<file path="config.mk">
export PLATFORM = sky130hd
export DESIGN_NAME = instr_encoder_loader
export DESIGN_NICKNAME = d
export VERILOG_FILES = /design/src/rtl/instr_encoder_loader.sv
export SDC_FILE = /design/constraint.sdc
export NUM_CORES = 1
export LEC_CHECK = 0
export BUFFER_PORTS_ARGS = -buffer_cell sky130_fd_sc_hd__buf_2
export CAP_MARGIN = 25
export CORE_MARGIN = 5
export CORE_UTILIZATION = 35
export DETAILED_ROUTE_END_ITERATION = 12
export REMOVE_ABC_BUFFERS = 1
export SYNTH_ARGS = -nofsm -noshare
export SYNTH_HDL_FRONTEND = slang
export SYNTH_SLANG_ARGS = --single-unit
</file>
<file path="constraint.sdc">
create_clock -name clk -period 2.1 [get_ports clk]
set_input_delay 0.42 -clock clk [delete_from_list [all_inputs] [get_ports clk]]
set_output_delay 0.42 -clock clk [all_outputs]
set_load 0.05 [all_outputs]
</file>
<file path="src/rtl/instr_encoder_loader.sv">
// instr_encoder_loader
//   Takes decoded RV32I/M instruction fields over a valid/ready handshake,
//   assembles the 32-bit instruction word and writes the words one after
//   another into instruction memory through a registered write port. It is
//   used to load a program before the core is released.
//
// Optional feature (compile-time macro NOP_PAD_EN):
//   defined   - after the last write a PAD state fills every remaining word
//               with NOP (0x00000013), one per cycle, until memory is full,
//               and then enters DONE.
//   undefined - DONE follows the last write directly.
//
// Ports:
//   clk         system clock
//   arst_n      asynchronous active-low reset
//   start       pulse: clear counter, errors and pointer, enter LOAD
//   req_valid   request present
//   req_ready   request accepted this cycle when high together with req_valid
//   req_op      class: 0 ALU_R, 1 ALU_I, 2 LOAD, 3 STORE, 4 BRANCH_EQ,
//               5 JUMP, 6 MUL, 7 undefined
//   req_funct3  funct3 field
//   req_rd      destination register
//   req_rs1     source register 1
//   req_rs2     source register 2
//   req_imm     signed immediate (byte offset for BRANCH_EQ / JUMP)
//   req_last    final instruction of the program
//   imem_we     instruction-memory write enable (one pulse per word)
//   imem_addr   word address
//   imem_wdata  encoded instruction
//   busy        high in LOAD (and PAD)
//   done        high in DONE
//   count       words written since start (saturates at 2**ADDR_W)
//   err_full    sticky: request presented while memory full
//   err_op      sticky: undefined req_op accepted
module instr_encoder_loader #(
  parameter int                ADDR_W    = 6,
  parameter logic [ADDR_W-1:0] BASE_ADDR = '0
) (
  input  logic              clk,
  input  logic              arst_n,
  input  logic              start,
  input  logic              req_valid,
  output logic              req_ready,
  input  logic [2:0]        req_op,
  input  logic [2:0]        req_funct3,
  input  logic [4:0]        req_rd,
  input  logic [4:0]        req_rs1,
  input  logic [4:0]        req_rs2,
  input  logic [20:0]       req_imm,
  input  logic              req_last,
  output logic              imem_we,
  output logic [ADDR_W-1:0] imem_addr,
  output logic [31:0]       imem_wdata,
  output logic              busy,
  output logic              done,
  output logic [ADDR_W:0]   count,
  output logic              err_full,
  output logic              err_op
);

  localparam logic [ADDR_W:0] CAPACITY = {1'b1, {ADDR_W{1'b0}}};
  localparam logic [6:0] OPC_OP     = 7'b0110011;
  localparam logic [6:0] OPC_OP_IMM = 7'b0010011;
  localparam logic [6:0] OPC_LOAD   = 7'b0000011;
  localparam logic [6:0] OPC_STORE  = 7'b0100011;
  localparam logic [6:0] OPC_BRANCH = 7'b1100011;
  localparam logic [6:0] OPC_JAL    = 7'b1101111;

`ifdef NOP_PAD_EN
  localparam logic [31:0] NOP_WORD = 32'h0000_0013;
  typedef enum logic [1:0] {S_IDLE, S_LOAD, S_DONE, S_PAD} state_t;
`else
  typedef enum logic [1:0] {S_IDLE, S_LOAD, S_DONE} state_t;
`endif

  state_t              state_reg, state_next;
  logic [ADDR_W-1:0]   ptr_reg, ptr_next;
  logic [ADDR_W:0]     count_reg, count_next;
  logic                err_full_reg, err_full_next;
  logic                err_op_reg, err_op_next;
  logic                we_reg, we_next;
  logic [ADDR_W-1:0]   addr_reg, addr_next;
  logic [31:0]         wdata_reg, wdata_next;

  logic                full;
  logic                accept;
  logic [31:0]         enc_word;

  // Field assembly for each instruction class; unused fields stay zero.
  always_comb begin
    enc_word = '0;
    case (req_op)
      3'd0: enc_word = {7'b0000000, req_rs2, req_rs1, req_funct3, req_rd, OPC_OP};
      3'd1: enc_word = {req_imm[11:0], req_rs1, req_funct3, req_rd, OPC_OP_IMM};
      3'd2: enc_word = {req_imm[11:0], req_rs1, req_funct3, req_rd, OPC_LOAD};
      3'd3: enc_word = {req_imm[11:5], req_rs2, req_rs1, req_funct3, req_imm[4:0], OPC_STORE};
      3'd4: enc_word = {req_imm[12], req_imm[10:5], req_rs2, req_rs1, 3'b000,
                        req_imm[4:1], req_imm[11], OPC_BRANCH};
      3'd5: enc_word = {req_imm[20], req_imm[10:1], req_imm[11], req_imm[19:12],
                        req_rd, OPC_JAL};
      3'd6: enc_word = {7'b0000001, req_rs2, req_rs1, req_funct3, req_rd, OPC_OP};
      default: enc_word = '0;
    endcase
  end

  assign full      = (count_reg == CAPACITY);
  // start wins over a coincident request, so it is never accepted.
  assign req_ready = (state_reg == S_LOAD) && !full && !start;
  assign accept    = req_valid && req_ready;

  always_comb begin
    state_next    = state_reg;
    ptr_next      = ptr_reg;
    count_next    = count_reg;
    err_full_next = err_full_reg;
    err_op_next   = err_op_reg;
    we_next       = 1'b0;
    addr_next     = addr_reg;
    wdata_next    = wdata_reg;

    if (start) begin
      state_next    = S_LOAD;
      ptr_next      = BASE_ADDR;
      count_next    = '0;
      err_full_next = 1'b0;
      err_op_next   = 1'b0;
    end else begin
      case (state_reg)
        S_LOAD: begin
          if (req_valid && full) begin
            err_full_next = 1'b1;
          end
          if (accept) begin
            if (req_op != 3'd7) begin
              we_next    = 1'b1;
              addr_next  = ptr_reg;
              wdata_next = enc_word;
              ptr_next   = ptr_reg + 1'b1;
              count_next = full ? count_reg : count_reg + 1'b1;
            end else begin
              err_op_next = 1'b1;
            end
            if (req_last) begin
`ifdef NOP_PAD_EN
              // Skip PAD entirely when this word already filled the memory.
              state_next = (count_next == CAPACITY) ? S_DONE : S_PAD;
`else
              state_next = S_DONE;
`endif
            end
          end
        end
`ifdef NOP_PAD_EN
        S_PAD: begin
          if (full) begin
            state_next = S_DONE;
          end else begin
            we_next    = 1'b1;
            addr_next  = ptr_reg;
            wdata_next = NOP_WORD;
            ptr_next   = ptr_reg + 1'b1;
            count_next = count_reg + 1'b1;
            // Leave together with the final pad write.
            if (count_next == CAPACITY) begin
              state_next = S_DONE;
            end
          end
        end
`endif
        default: ;
      endcase
    end
  end

  always_ff @(posedge clk or negedge arst_n) begin
    if (!arst_n) begin
      state_reg    <= S_IDLE;
      ptr_reg      <= BASE_ADDR;
      count_reg    <= '0;
      err_full_reg <= 1'b0;
      err_op_reg   <= 1'b0;
      we_reg       <= 1'b0;
      addr_reg     <= '0;
      wdata_reg    <= '0;
    end else begin
      state_reg    <= state_next;
      ptr_reg      <= ptr_next;
      count_reg    <= count_next;
      err_full_reg <= err_full_next;
      err_op_reg   <= err_op_next;
      we_reg       <= we_next;
      addr_reg     <= addr_next;
      wdata_reg    <= wdata_next;
    end
  end

  assign imem_we    = we_reg;
  assign imem_addr  = addr_reg;
  assign imem_wdata = wdata_reg;
  assign count      = count_reg;
  assign err_full   = err_full_reg;
  assign err_op     = err_op_reg;
  assign done       = (state_reg == S_DONE);
`ifdef NOP_PAD_EN
  assign busy       = (state_reg == S_LOAD) || (state_reg == S_PAD);
`else
  assign busy       = (state_reg == S_LOAD);
`endif

endmodule

</file>
### Yosys cells after proc, flatten, opt, wreduce, memory -nomap -nowiden

Index checks and enable logic that the tools add are counted.

* flip-flop bits (word level): 56
* input port bits: 47
* output and inout bits: 51
* word-level logic and storage cells: 66

* add/sub/neg operators: 2
* eq/ne operators: 12
* mux-type cells: 25
* bitwise logic cells: 1
* reductions and logical operators: 18

Operators with widths (count)
* $pmux W32 S7: 1
* $mux W7: 5
* $mux W6: 4
* $mux W1: 11
* $reduce_bool A2 Y1: 5
* $eq A3 B3 Y1 const B: 3
* $reduce_and A3 Y1: 3
* $mux W2: 4
* $reduce_and A4 Y1: 2
* $add A7 B1 Y7 const B: 1
* $eq A7 B7 Y1 const B: 1
* $add A6 B1 Y6 const B: 1
* $eq A3 B2 Y1 const B: 2
* $logic_and A1 B1 Y1: 4
* $ne A2 B2 Y1 const B: 2
* $eq A3 B1 Y1 const B: 1
* $logic_not A3 Y1: 1
* $ne A3 B3 Y1 const B: 1
* $eq A2 B1 Y1 const B: 1
* $eq A2 B2 Y1 const B: 1
* $logic_not A1 Y1: 2
* $reduce_and A2 Y1: 1
* $not A1 Y1: 1

### Logic depth before layout (Yosys ltp)

* word-level depth: 8
* mapped depth: 8
* depth with buffers taken out: 7

### Worst setup path before layout

Ideal clock, no wire load.

* path type: reg-to-reg
* start: reg count_reg[3] (netlist: count[3])
* end: reg ptr_reg[0]
* library setup time: 0.125 ns
* data arrival time: 1.906 ns
* data required time: 1.975 ns
* slack: 0.069 ns
* stages on the path, launching flop included: 6
* path buffers: 1
* clock period less this slack: 2.031 ns
* path through: dfrtp_1 -> or4_4 -> o211ai_2 -> inv_2 -> buf_2 -> mux2_2

* cells in the longest elaborated chain, start to end: 7

RTL lines
* start: declaration: RTL line 78 `logic [ADDR_W:0] count_reg, count_next;`
* start signal: assignment: RTL line 188 `count_reg <= count_next;`
* $eq A7 B7 Y1: RTL line 106 `assign full = (count_reg == CAPACITY);`
* $logic_not A1 Y1: RTL line 108 `assign req_ready = (state_reg == S_LOAD) && !full && !start;`
* $logic_and A1 B1 Y1 (2 in series): RTL line 108
* $logic_and A1 B1 Y1: RTL line 109 `assign accept = req_valid && req_ready;`
* $reduce_bool A2 Y1 (no line)
* $reduce_and A3 Y1 (no line)
* end signal: assignment: RTL line 187 `ptr_reg <= ptr_next;`
* end: declaration: RTL line 77 `logic [ADDR_W-1:0] ptr_reg, ptr_next;`

No other way between the ends.
A chain may end at the register's enable or synchronous reset.

### Final worst setup path

* start: reg count_reg[3] (netlist: count[3])
* end: reg wdata_reg[14] (netlist: imem_wdata[14])

* cells in the longest elaborated chain, start to end: 6

RTL lines
* $eq A7 B7 Y1: RTL line 106
* $logic_not A1 Y1: RTL line 108
* $logic_and A1 B1 Y1 (2 in series): RTL line 108
* $logic_and A1 B1 Y1: RTL line 109
* $reduce_and A4 Y1 (no line)
* end signal: assignment: RTL line 193 `wdata_reg <= wdata_next;`
* end: declaration: RTL line 83 `logic [31:0] wdata_reg, wdata_next;`

No other way between the ends.

==> run metrics <==
status complete, no violations; Initial Util 36.1%; fin crit period about 2.0 ns; n_diodes 0; Core ar. 0.00729 mm²; setup TNS 0 ns; met3 Use GR 3.81%; CTS Root Buffer Type clkbuf_8; CTS sink count 54; post-synthesis sequential element count 54; post-DP HPWL approximately 5300 µm; DRC errors left 0; H-Tree Depth 2; PwrDens 832 mW/mm²; CP max FO 15; Top delay family on crit path simple AND/OR/NAND/NOR gates; RSZ-0062 raised after global routing no; Syn Inst Count about 270; CP cell instances or4_4, o211ai_4, inv_2, and3_1, a221o_1; Max Clock Freq between 400 and 500 MHz; initial antenna violation count 0; area growth from synthesis to layout 29.1%; maximum VDD drop around 0.30 mV; met2 usage 25.6%; worst setup margin 0.0942 ns; input/output buffers 97; max reg flops 30; DR iter-0 viols 60; post-synthesis sequential area ratio 51.4%; YS warnings 0; Slew @ Worst Pin 0.700 ns; die height a little under 100 µm; Fin. Hold Viols 0; CP startpoint kind flip-flop; Relative slew margins between 50% and 60%; post-route cell area around 0.0034 mm²; required time worst endpoint 2.29 ns; gpl congestion a little over 0.8; TritonCTS clock tree built; Via Count between 2k and 2.5k; vias in the first global route around 2.4k; part of the cycle the worst path needs 95.5%; Avg WL per Cell 15.0 µm; GRT Overall Usage approximately 15%; gr busiest metal met2; Std-Cell Rows 31; worst min path class input pin to async pin; Ports a little under 100; Min Hold Slack ~0.22 ns; fin cells between 400 and 500; Post-DRT Antenna Nets 0; clk_lat worst skew around 0.30 ns; area post-placement 0.00327 mm²; fin nets ~420; largest net degree at the start of global routing between 50 and 60; Pins Over Slew Limit 0; Place WS approximately 0.12 ns; FFs w/ async S/R, synth 100%; drt pass-1 iters 4; MaxCap Viol Count 0; Crit. End Element flip-flop; Avg Synthesized Cell Area between 9 and 10 µm²; CTS Buf Count 5; Synth cell types slightly below 50; most common cell after layout, fill and taps aside buf_2; EDFF count, synth 0; most frequent cells in the layout 96 x buf_2, 51 x dfrtp_1, 46 x nand2_1, 20 x nor2_1, 16 x buf_4; Global Route met1 Usage between 10% and 20%; Leak between 0.0015 and 0.002 µW; Buf/Inv on CP 1; maximum root-to-sink buffer count 2; Clock transition at path regs ~0.1 ns; first-pass GRT wire length approximately 12,000 µm; crit-path max cell delay about 0.58 ns; Die Width approximately 97 µm; CP Class flip-flop to flip-flop; Post-Syn Area between 0.002 and 0.003 mm²; clock skew 0.00708 ns; DRT Wirelength approximately 7000 µm; layout cells sized above 1 35.0%; Post-CTS Hold Fix Bufs 0; Setup violations, final 0; remaining global-route overflow 0; ys flop type dfrtp_1; Worst EP arrival approximately 2.2 ns; Die ar. between 0.009 and 0.01 mm²; vias per cell 4.97; Cells after DPL about 460; CP max stage cell or4_4
[final timing paths]
path,slack [ns],to,depth (start not counted),start
hold reg to reg,0.47,imem_wdata[30]$_DFFE_PN0P_,2,imem_wdata[30]$_DFFE_PN0P_
hold / removal,0.22,count[4]$_DFFE_PN0P_,2,arst_n
setup reg to reg,0.09,imem_wdata[14]$_DFFE_PN0P_,5,count[3]$_DFFE_PN0P_
setup / recovery,0.09,imem_wdata[14]$_DFFE_PN0P_,5,count[3]$_DFFE_PN0P_
max in group asynchronous,1.37,count[5]$_DFFE_PN0P_,2,arst_n
min in group clk,0.33,imem_wdata[26]$_DFFE_PN0P_,3,req_imm[6]
[logic make-up (layout without fill, tap and decap cells)]
group	after synthesis	count (layout)	synth area share (%)
flip-flops	54	54	51.4
AO/OA/AOI/OAI	62	62	16.9
multiplexers	7	7	2.76
XOR/XNOR	2	2	0.666
adder cells (fa/ha/maj)	3	3	1.43
buffers and inverters	28	130	5.05
AND/OR/NAND/NOR	116	116	21.8
[layer usage]
layer  part of all wire (%)  up-vias
li1                       -     1168
met1                     44     1114
met2                     50       61
met3                    5.1        7
met4                    1.2        0
met5                      0        -
[per-stage QoR]
step / total power (µW) / util, %
CTS: 2860 / 46.4
detailed placement: 2250 / 44.8
finish: 2820 / 46.5
floorplan: 1930 / -
global route: 2970 / 46.5
global placement: 2240 / 44.8
[worst register-to-register path: stages, from the launching register on]
cell	delay, ns
dfrtp_2	0.48
or4_4	0.58
o211ai_4	0.20
inv_2	0.17
and3_1	0.20
a221o_1	0.26
[Yosys cell counts, types with 2 or more instances]
cell type   n  area share (%)
dfrtp_1    54              51
nand2_1    46             6.6
nor2_1     20             2.9
a21oi_1    15             2.9
nand3_1    11             2.1
a221o_1     8             3.0
a221oi_1    8             2.7
inv_1       8             1.1
clkbuf_1    7             1.0
and2_1      6             1.4
buf_4       6             1.7
nand2b_1    6             1.4
o21ai_1     6             1.1
or3_1       6             1.4
mux2i_1     5             1.9
o21ai_0     5            0.95
buf_2       4            0.76
a21o_1      3            0.86
and3_1      3            0.71
ha_1        3             1.4
nand3b_1    3            0.86
o31ai_1     3            0.86
and4_1      2            0.67
buf_1       2            0.29
mux2_2      2            0.86
nor2b_1     2            0.48
nor3_1      2            0.38
nor4_1      2            0.48
o22ai_1     2            0.48
or4_1       2            0.57
xnor2_1     2            0.67
[final cells by class]
type | instances | area, µm²
Fill cell | 774 | 3900
Sequential cell | 54 | 1360
Multi-Input combinational cell | 190 | 1170
Timing Repair Buffer | 113 | 621
Tap cell | 99 | 124
Clock buffer | 7 | 86.3
Inverter | 9 | 33.8
Clock inverter | 1 | 5.00
[power by group]
part / total [µW] / internal (µW) / switching (µW)
Sequential: 1240 / 1170 / 75.3
Combinational: 983 / 264 / 719
Clock: 597 / 267 / 330
Total: 2820 / 1700 / 1120
[repair_timing]
action	CTS	global route
resized for setup	2	4
buffers inserted	2	0
endpoints found under the setup margin	1	2
pin swaps	1	2
(Power assumes the default switching activity.)
